**config.mk**
```make
export PLATFORM = sky130hd
export DESIGN_NAME = alu
export DESIGN_NICKNAME = d
export VERILOG_FILES = /design/src/rtl/alu_pkg.sv /design/src/rtl/alu_shifter.sv /design/src/rtl/alu.sv
export SDC_FILE = /design/constraint.sdc
export NUM_CORES = 1
export LEC_CHECK = 0
export BUFFER_PORTS_ARGS = -buffer_cell sky130_fd_sc_hd__buf_4
export CAP_MARGIN = 5
export CELL_PAD_IN_SITES_DETAIL_PLACEMENT = 0
export CELL_PAD_IN_SITES_GLOBAL_PLACEMENT = 2
export CORE_AREA = 3 3 159 161
export CTS_BUF_LIST = sky130_fd_sc_hd__clkbuf_4 sky130_fd_sc_hd__clkbuf_8
export CTS_CLUSTER_DIAMETER = 30
export CTS_CLUSTER_SIZE = 20
export DETAILED_ROUTE_END_ITERATION = 16
export DIE_AREA = 0 0 162 164
export GPL_TIMING_DRIVEN = 1
export PLACE_DENSITY = 0.8
export SYNTH_ARGS = -nofsm -noshare
export SYNTH_HDL_FRONTEND = slang
export SYNTH_SLANG_ARGS = --single-unit
```
**constraint.sdc**
```tcl
create_clock -name clk -period 7.53 [get_ports clk]
set_input_delay 1.506 -clock clk [delete_from_list [all_inputs] [get_ports clk]]
set_output_delay 1.506 -clock clk [all_outputs]
set_load 0.05 [all_outputs]
```
**src/rtl/alu_pkg.sv**
```systemverilog
// Shared definitions for the RV32I execute-stage ALU.
// Holds the 4-bit operation encoding {funct7[5], funct3}, the datapath widths
// and a small bit-reversal helper used by the barrel shifter.
// Optional feature macro used by the ALU: ALU_FLAGS_EN (adds the registered zero flag).
package alu_pkg;

    localparam int XLEN   = 32;
    localparam int MODE_W = 4;
    localparam int SHAMT_W = 5;

    // Operation codes; any value not listed here is an undefined op and yields zero.
    typedef enum logic [MODE_W-1:0] {
        ALU_ADD  = 4'b0000,
        ALU_SLL  = 4'b0001,
        ALU_SLT  = 4'b0010,
        ALU_SLTU = 4'b0011,
        ALU_XOR  = 4'b0100,
        ALU_SRL  = 4'b0101,
        ALU_OR   = 4'b0110,
        ALU_AND  = 4'b0111,
        ALU_SUB  = 4'b1000,
        ALU_SRA  = 4'b1101
    } alu_op_e;

    // Mirror a word end for end so a left shift can reuse the right-shift stages.
    function automatic logic [XLEN-1:0] bitReverse(input logic [XLEN-1:0] value);
        logic [XLEN-1:0] reversed;
        reversed = '0;
        for (int i = 0; i < XLEN; i++) begin
            reversed[i] = value[XLEN-1-i];
        end
        return reversed;
    endfunction

endpackage

```
**src/rtl/alu_shifter.sv**
```systemverilog
// Combinational 5-stage barrel shifter serving SLL, SRL and SRA.
// dir_i = 0 shifts left, dir_i = 1 shifts right; arith_i selects sign fill on
// right shifts. Left shifts are done by mirroring the word, shifting right with
// zero fill, and mirroring back, so only one set of stages is needed.
module alu_shifter
    import alu_pkg::*;
(
    input  logic [XLEN-1:0]    data_i,
    input  logic [SHAMT_W-1:0] shamt_i,
    input  logic               dir_i,
    input  logic               arith_i,
    output logic [XLEN-1:0]    data_o
);

    logic            fillBit;
    logic [XLEN-1:0] stage0;
    logic [XLEN-1:0] stage1;
    logic [XLEN-1:0] stage2;
    logic [XLEN-1:0] stage3;
    logic [XLEN-1:0] stage4;
    logic [XLEN-1:0] stage5;

    // Right-shift ladder of 1/2/4/8/16 positions; sign fill only for arithmetic right shifts.
    always_comb begin
        fillBit = arith_i & dir_i & data_i[XLEN-1];
        stage0  = dir_i ? data_i : bitReverse(data_i);
        stage1  = shamt_i[0] ? {{1{fillBit}},  stage0[XLEN-1:1]}  : stage0;
        stage2  = shamt_i[1] ? {{2{fillBit}},  stage1[XLEN-1:2]}  : stage1;
        stage3  = shamt_i[2] ? {{4{fillBit}},  stage2[XLEN-1:4]}  : stage2;
        stage4  = shamt_i[3] ? {{8{fillBit}},  stage3[XLEN-1:8]}  : stage3;
        stage5  = shamt_i[4] ? {{16{fillBit}}, stage4[XLEN-1:16]} : stage4;
        data_o  = dir_i ? stage5 : bitReverse(stage5);
    end

endmodule

```
**src/rtl/alu.sv**
```systemverilog
// 32-bit RV32I ALU with a registered result (one cycle latency, new op every cycle).
// Add and subtract share one adder (rs2 inverted plus carry-in); SLT/SLTU reuse
// that subtractor's sign and borrow. Shifts go through alu_shifter.
// Undefined mode codes produce a zero result.
// Optional macro ALU_FLAGS_EN: adds the registered zero flag output (reset value 1).
module alu
    import alu_pkg::*;
(
    input  logic              clk,
    input  logic              reset,
    input  logic [XLEN-1:0]   rs1,
    input  logic [XLEN-1:0]   rs2,
    input  logic [MODE_W-1:0] mode,
    output logic [XLEN-1:0]   rd
`ifdef ALU_FLAGS_EN
    ,
    output logic              zero
`endif
);

    logic            subtractEn;
    logic [XLEN-1:0] operandB;
    logic [XLEN:0]   adderFull;
    logic [XLEN-1:0] adderSum;
    logic            ltUnsigned;
    logic            ltSigned;
    logic            shiftRight;
    logic            shiftArith;
    logic [XLEN-1:0] shiftResult;
    logic [XLEN-1:0] rd_d;
    logic [XLEN-1:0] rd_q;

    // Shared adder: SUB, SLT and SLTU all compute rs1 + ~rs2 + 1.
    always_comb begin
        subtractEn = (mode == ALU_SUB) || (mode == ALU_SLT) || (mode == ALU_SLTU);
        operandB   = subtractEn ? ~rs2 : rs2;
        adderFull  = {1'b0, rs1} + {1'b0, operandB} + {{XLEN{1'b0}}, subtractEn};
        adderSum   = adderFull[XLEN-1:0];
        ltUnsigned = ~adderFull[XLEN];
        ltSigned   = (rs1[XLEN-1] != rs2[XLEN-1]) ? rs1[XLEN-1] : adderSum[XLEN-1];
    end

    // Shifter controls: right for SRL/SRA, sign fill only for SRA.
    always_comb begin
        shiftRight = (mode == ALU_SRL) || (mode == ALU_SRA);
        shiftArith = (mode == ALU_SRA);
    end

    alu_shifter u_shifter (
        .data_i  (rs1),
        .shamt_i (rs2[SHAMT_W-1:0]),
        .dir_i   (shiftRight),
        .arith_i (shiftArith),
        .data_o  (shiftResult)
    );

    // Result select; unlisted mode codes fall through to zero.
    always_comb begin
        rd_d = '0;
        case (mode)
            ALU_ADD:  rd_d = adderSum;
            ALU_SUB:  rd_d = adderSum;
            ALU_SLL:  rd_d = shiftResult;
            ALU_SRL:  rd_d = shiftResult;
            ALU_SRA:  rd_d = shiftResult;
            ALU_SLT:  rd_d = {{(XLEN-1){1'b0}}, ltSigned};
            ALU_SLTU: rd_d = {{(XLEN-1){1'b0}}, ltUnsigned};
            ALU_XOR:  rd_d = rs1 ^ rs2;
            ALU_OR:   rd_d = rs1 | rs2;
            ALU_AND:  rd_d = rs1 & rs2;
            default:  rd_d = '0;
        endcase
    end

    // Output register; synchronous reset overrides any operation.
    always_ff @(posedge clk) begin
        if (reset) begin
            rd_q <= '0;
        end else begin
            rd_q <= rd_d;
        end
    end

    assign rd = rd_q;

`ifdef ALU_FLAGS_EN
    logic zero_d;
    logic zero_q;

    // Zero flag is computed from the next result so it lines up with rd.
    always_comb begin
        zero_d = (rd_d == '0);
    end

    // Flag register; reset value reflects the cleared result.
    always_ff @(posedge clk) begin
        if (reset) begin
            zero_q <= 1'b1;
        end else begin
            zero_q <= zero_d;
        end
    end

    assign zero = zero_q;
`endif

endmodule

```
=== Word-level counts from Yosys, hierarchy flattened ===
Index checks and enable logic that the tools add are counted.

* Bitwise logic cells: 7
* Magnitude comparators: 0
* Shifts and indexed selects: 0
* Multipliers: 0
* Muxes and demuxes: 10
* Reductions and logical operators: 6
* Equal/unequal tests: 10
* $add $sub $neg: 2
* Div/mod/pow operators: 0

{| class="wikitable"
|+ Operators by type and width
! kind !! count
|-
| 32-bit 2-to-1 mux || 8
|-
| 32-bit case mux with 7 select lines || 1
|-
| 32-bit by 32-bit adder with 33-bit output || 1
|-
| 33-bit by 1-bit adder with 33-bit output || 1
|-
| 32-bit AND || 1
|-
| 32-bit NOT || 1
|-
| 32-bit bitwise OR || 1
|-
| 32-bit bitwise XOR || 1
|-
| 4-bit by 3-bit == test with 1-bit output (second input constant) || 4
|-
| 4-bit by 2-bit == test with 1-bit output (second input constant) || 2
|-
| 4-bit == test (second input constant) || 2
|-
| 4-bit by 1-bit == test with 1-bit output (second input constant) || 1
|-
| 4-bit zero test || 1
|-
| 1-bit logical OR || 3
|-
| 3-bit OR reduction || 1
|-
| 1-bit AND || 2
|-
| 2-bit OR reduction || 1
|-
| 1-bit 2-to-1 mux || 1
|-
| 1-bit != test || 1
|-
| 1-bit NOT || 1
|}

* Memories kept: 0
* Bits of input ports: 70
* Register bits: 32
* Memory bits (writable): 0
* Bits in latches: 0
* Output and inout port bits: 32
* Word-level logic and storage cells: 36
* Memory bits (read-only): 0

=== Logic depth before layout (Yosys ltp) ===
Gate-level depths: netlist of run 1.

* Word-level depth: 11
* Gate-level depth with buffers: 16

=== Hierarchy ===
A second synthesis of run 1 with hierarchy kept.

* Cells, all modules: 1121
* Area total of the unflattened synthesis: 8722.1 µm²

{| class="wikitable"
|+ Modules (own cells, without submodules)
! module !! cells an instance !! area an instance (µm²) !! instances !! sequential area each (µm²)
|-
| alu || 642 || 4840.9 || 1 || 640.6
|-
| alu_shifter || 479 || 3881.2 || 1 || 0.0
|}

=== Worst setup path before layout of run 1 ===
No wires, ideal clock.

* Path type: input-to-reg
* Start: in mode[1]
* End: reg rd_q[30], in the netlist rd[30]
* Stages: 16
* Required time: 7.412 ns
* Arrival: 5.017 ns
* Path slack: 2.395 ns
* Cell sequence: buf_2 > nor2b_1 > a21oi_1 > nor2_1 > buf_1 > xnor2_1 > fa_1 > a21o_1 > a221oi_1 > a211o_1 > a21oi_1 > a21oi_1 > o31ai_1 > o31ai_1 > xor2_1 > o2bb2ai_1

* Longest elaborated chain between the ends: 11
* Elaborated cells between the ends (all ways): 28
* Classes of those cells: add/sub: 2; eq/ne: 9; mux: 9; bitwise: 2; reduce/logical: 6

{| class="wikitable"
|+ RTL lines
! element !! line !! source
|-
| start: declaration || alu.sv:13 || <nowiki>input logic [MODE_W-1:0] mode,</nowiki>
|-
| parallel branches: the longest is 10 deep, another holds 32-bit by 32-bit adder with 33-bit output || -- ||
|-
| 32-bit case mux with 7 select lines (*) || alu.sv:60 || <nowiki>case (mode)</nowiki>
|-
| end signal: assignment || alu.sv:80 || <nowiki>rd_q <= rd_d;</nowiki>
|-
| end: declaration || alu.sv:31 || <nowiki>logic [XLEN-1:0] rd_q;</nowiki>
|}

Every way passes the cells marked *.
A chain may end at the register's enable or synchronous reset.

=== Worst setup path in the final report of run 1 ===
* Start: in mode[1]
* End: reg rd_q[0], in the netlist rd[0]

* Longest elaborated chain between the ends: 11
* Elaborated cells between the ends (all ways): 30
* Classes of those cells: add/sub: 2; eq/ne: 9; mux: 10; bitwise: 3; reduce/logical: 6

{| class="wikitable"
|+ RTL lines
! element !! line
|-
| parallel branches: the longest is 10 deep, another holds 32-bit by 32-bit adder with 33-bit output || --
|-
| 32-bit case mux with 7 select lines (*) || alu.sv:60
|}

Marks and branches as above.

==> impl_metrics.toml, run 1 <==
[logic_synthesis]
synth_edf_count = 0
synth.most_common_cell = "ha_1"
synth-seq-cells = 32
synthesis.nets = 1049
synthDistinctLibCells = 62
synthTopCellsByCount = "ha_1 (95), nand2_1 (90), inv_1 (73), a21oi_1 (68), nor2_1 (56)"
syn_area_um2 = 6950
synth_top_area_share_pct = 17.1
yosysTopAreaCell = "ha_1"
yosysSeqAreaShare_pct = 9.22
syn_area_per_cell_um2 = 7.87
yosys_warnings = 0
async_reset_ff_share_pct = 0
synthTopCellsByArea = "ha_1 (17%), mux4_2 (13%), dfxtp_1 (9.2%)"
synth-main-ff-cell = "dfxtp_1"
syn_inst = 883

[pwr]
p_leak_nw = 3.55
ir_drop_uv = 64.3
power.density_nw_per_um2 = 124

[setup_path]
crit_chain = "buf_4, nor2b_1, a21oi_1, nor2_4, xnor2_1, fa_1, a21o_1, a221oi_1, a211o_1, a21oi_1, a21oi_1, o31ai_1, o31ai_1, nand3_1, a41oi_1"
cpMaxStageDelayCell = "a221oi_1"
cp.arrival_ps = 5520
critical_path_required_ps = 7770
setup.worst_path.start_class = "primary input"
worstPathMaxFanout = 14
end_kind = "flop"
critPathKind = "primary input to flop"
worst_path_most_repeated_cell = "a21oi_1"
crit_family = "compound AO/OA/AOI/OAI gates"
cp.buffers_inverters = 1
cpPeakStageDelay_ps = 590

[sta]
maxSlewHeadroom_pct = 25.8
post-route-min-period_ps = 5280
fmax_ghz = 0.189
setup_violations = 0
setup_tns_ps = 0
hold_viol_final = 0
rsz0062_at_grt = "no"
fin_crit_sh_pct = 70.1
finalMaxSlewViolations = 0
worst_pin_slew_ps = 1110

[drt]
drc = 0
vias = 7337
first_pass_iters = 5
vias_per_cell = 5.75
final_antenna_net_count = 0
wl_per_cell_um = 21.9
drtIter0Drc = 558
routed_wl_mm = 28.0

[grt]
grt_use_total_pct = 20.7
grt_max_degree = 32
overflow = 0
antenna_found_initial = 2
grt_pass1_vias = 7067
grt_pass1_wl_mm = 42.6

[flow_run]
cap_violations = 0

[finish]
num_antenna_cells = 0
drive_gt1_share_pct = 18.8
finish.utilization_pct = 33.8
area_delta_synth_final_pct = 17.2
final_nets = 1117
largest_reg_flops = 32
stdcell_count = 1276

[clocking]
cts_made_buffers = 5
cts_root_buf = "clkbuf_8"
postCtsHoldBufs = 0
cts_tree = "built"
cts_max_level = 2
clkTransAtPathRegs_ps = 90
post_cts_buffers = 0
clock_sinks = 32
cts-resized-gates = 0
cts_buffer_depth = 2

[place]
dpl.cell_count = 1268
dpl.hpwl_mm = 22.1
gp_congestion = 0.952
port_buffers = 101

[die]
initial_core_util_pct = 28.8
chipHeight_um = 164
num_rows = 57
dieArea_um2 = 26600
core_um2 = 24100
pin_count = 102
die_w_um = 162

[run_status]
run_status = "complete, no violations"

[worst_hold_path]
hp-class = "primary input to flop"
worstHoldStart = "reset"
min_path_cells = 3
min_to = "rd[1]"
==> through the flow <==
step | instance area [um2] | hold slack, ps | setup WS, ps | total power [mW]
finish | 8140 | 1550 | 2250 | 1.01
global route | 8140 | 1560 | 1840 | 1.07
CTS | 8140 | 1540 | 2260 | 1.01
detailed placement | 8020 | 1890 | 1970 | 0.799
global placement | 8020 | 1900 | 2150 | 0.802
floorplan | 6950 | 1700 | 2400 | 0.610
==> layout by cell type (no fill, tap or decap), drive strengths merged, types with 5 or more instances in the layout <==
| master | instances |
|---|---|
| a211o | 6 |
| a211oi | 10 |
| a21o | 16 |
| a21oi | 68 |
| a221o | 7 |
| a221oi | 31 |
| a22oi | 5 |
| a31oi | 21 |
| a41oi | 5 |
| and3 | 7 |
| buf | 118 |
| clkbuf | 7 |
| dfxtp | 32 |
| ha | 95 |
| inv | 74 |
| mux2i | 35 |
| mux4 | 40 |
| nand2 | 90 |
| nand3 | 12 |
| nor2 | 56 |
| nor2b | 7 |
| nor3 | 18 |
| o21a | 5 |
| o21ai | 57 |
| o21bai | 5 |
| o221ai | 7 |
| o22ai | 9 |
| o31ai | 6 |
| xnor2 | 47 |
| xor2 | 13 |
==> routing by layer <==
metal | global-route usage [%] | up-vias | wire length, um | part of all wire [%]
met5 | 0 | - | 27 | 0.096
li1 | - | 3423 | - | -
met4 | 6.01 | 4 | 722 | 2.6
met2 | 34.0 | 278 | 12900 | 46
met1 | 28.1 | 3588 | 12700 | 45
met3 | 3.46 | 44 | 1670 | 6.0
==> cells by family after synthesis <==
kind of cell             Yosys count  synth area share, %
AO/OA/AOI/OAI                    278                 26.5
AND/OR/NAND/NOR                  206                 12.9
buffers and inverters            132                 7.72
adder cells (fa/ha/maj)           96                 17.4
multiplexers                      79                 18.7
XOR/XNOR                          60                 7.56
flip-flops                        32                 9.22
==> layout make-up <==
class	instances	area, um2
Timing Repair Buffer	118	886
Fill cell	2654	16000
Inverter	75	282
Multi-Input combinational cell	719	5800
Clock buffer	7	96.3
Sequential cell	32	641
Tap cell	324	405
Clock inverter	1	30.0
==> power breakdown <==
part	total, mW	internal [mW]	switching [mW]
registers	0.182	0.179	0.00379
clock network	0.206	0.117	0.0885
logic	0.623	0.245	0.378
==> how the worst max path moves through the flow <==
stage	endpoint	start	cells after the start	slack, ps
floorplan	rd[30]	mode[1]	16	2400
global placement	rd[0]	mode[1]	15	2150
detailed placement	rd[0]	mode[1]	15	1970
CTS	rd[0]	mode[1]	15	2260
global route	rd[0]	mode[1]	15	1840
finish	rd[0]	mode[1]	15	2250
Power figures use the tool's default switching activity.
==> run 2, diff against run 1 <==
- PLACE_DENSITY: 0.8 -> 0.83
- clock period: 7.53 -> 4.6 ns (I/O delays scaled with it)
==> run 2 against run 1 <==
Compared with the run above:
- sequential share of layout area shrank 0.069 points
- global-route usage grew 0.12 points
- highest routed layer is now met4
- worst hold slack worse by 590 ps
- clock power increased by 30%
- final cell count grew 0.94%
- clock-buffer cell count shrank 1
- sequential power up 64%
- worst setup slack worse by 1700 ps
==> impl_metrics.toml, run 2 (synthesis results as in run 1) <==
[finish]
num_antenna_cells = 0
post-route-cell-area_um2 = 8220
final_common_cell = "buf_4"
final_cell_mix = "buf_4 (128), ha_1 (95), nand2_1 (90)"
largest_reg_flops = 32
drive_gt1_share_pct = 19.8
stdcell_count = 1288
area_delta_synth_final_pct = 18.2
finish.utilization_pct = 34.1
final_nets = 1129

[drt]
routed_wl_mm = 28.1
wl_met1_mm = 12.4
wl_met3_mm = 1.90
routed.top_layer = "met4"
drc = 0
final_antenna_net_count = 0
vias = 7375
first_pass_iters = 7
drtIter0Drc = 652
vias_per_cell = 5.73
wl_per_cell_um = 21.8
wl_met2_mm = 12.7

[die]
chipHeight_um = 164
pin_count = 102
initial_core_util_pct = 28.8
num_rows = 57
die_w_um = 162
core_um2 = 24100
dieArea_um2 = 26600

[worst_hold_path]
min_path_cells = 3
hp-class = "primary input to flop"

[sta]
fmax_ghz = 0.245
post-route-min-period_ps = 4080
worst_pin_slew_ps = 997
fin_crit_sh_pct = 88.8
hold_viol_final = 0
rsz0062_at_grt = "no"
fin_ws_ps = 517
setup_violations = 0
setup_tns_ps = 0
whs_ps = 957
maxSlewHeadroom_pct = 33.2
finalMaxSlewViolations = 0

[place]
dpl.hpwl_mm = 22.1
dpl_cell_area_um2 = 8120
dp_slack_ps = 169
dpl.cell_count = 1280
gp_congestion = 1.02
port_buffers = 101

[clocking]
post_cts_buffers = 0
cts-resized-gates = 0
cts_made_buffers = 5
cts_tree = "built"
clock_sinks = 32
clkTransAtPathRegs_ps = 80
cts_root_buf = "clkbuf_8"
postCtsHoldBufs = 0
cts_max_level = 2
cts_buffer_depth = 2

[grt]
overflow = 0
grt_pass1_wl_mm = 42.9
grt_pass1_vias = 7020
grt_use_total_pct = 20.8
antenna_found_initial = 0
grt_max_degree = 38

[pwr]
ir_drop_uv = 122
p_leak_nw = 3.60
power.density_nw_per_um2 = 194
finalPower_mw = 1.59

[run_status]
run_status = "complete, no violations"

[setup_path]
critical_path_required_ps = 4860
setup.worst_path.start_class = "primary input"
end_kind = "flop"
critPathKind = "primary input to flop"
cp.arrival_ps = 4340
worstPathMaxFanout = 11

[flow_run]
cap_violations = 0
## run 2: cell count changes in the layout (fill, tap and decap cells not counted), sizes merged
| cell | delta |
|---|---|
| clkinv | +2 |
| clkbuf | -1 |
| bufinv | -1 |
| buf | +12 |
## run 2: path summary, 6_finish.rpt
| path | start | endpoint | slack (ps) |
|---|---|---|---|
| min | reset | rd[30] | 960 |
| max | mode[1] | rd[30] | 520 |
## run 2: per-layer routing
layer	global-route usage (%)	up-vias
li1	-	3443
met1	28.8	3549
met2	33.0	324
met3	3.00	59
met4	7.91	0
met5	0	-
## run 2: power breakdown
| part | total (mW) | internal (mW) | switching, mW |
|---|---|---|---|
| logic | 1.03 | 0.411 | 0.616 |
| clock network | 0.268 | 0.120 | 0.148 |
| registers | 0.299 | 0.293 | 0.00595 |
## run 2: worst max-delay path, cell delays in order
cell and delay (ps):
buf_4 140, nor2b_1 250, a21oi_1 100, nor2_4 150, buf_12 160, xnor2_1 80, ha_1 340, a21o_1 210
a221oi_1 120, a211o_1 330, a21oi_1 390, a21oi_1 210, o31ai_1 460, o31ai_1 160, xor2_1 170, o2bb2ai_1 140
## run 2: area by class of cell
cell class / count / area [um2]
clock buffers: 6 / 82.6
clock inverters: 2 / 10.0
multi-input cells: 719 / 5790
flip-flops and latches: 32 / 641
well taps: 324 / 405
fillers: 2647 / 15900
repair buffers: 130 / 1000
inverters: 75 / 282
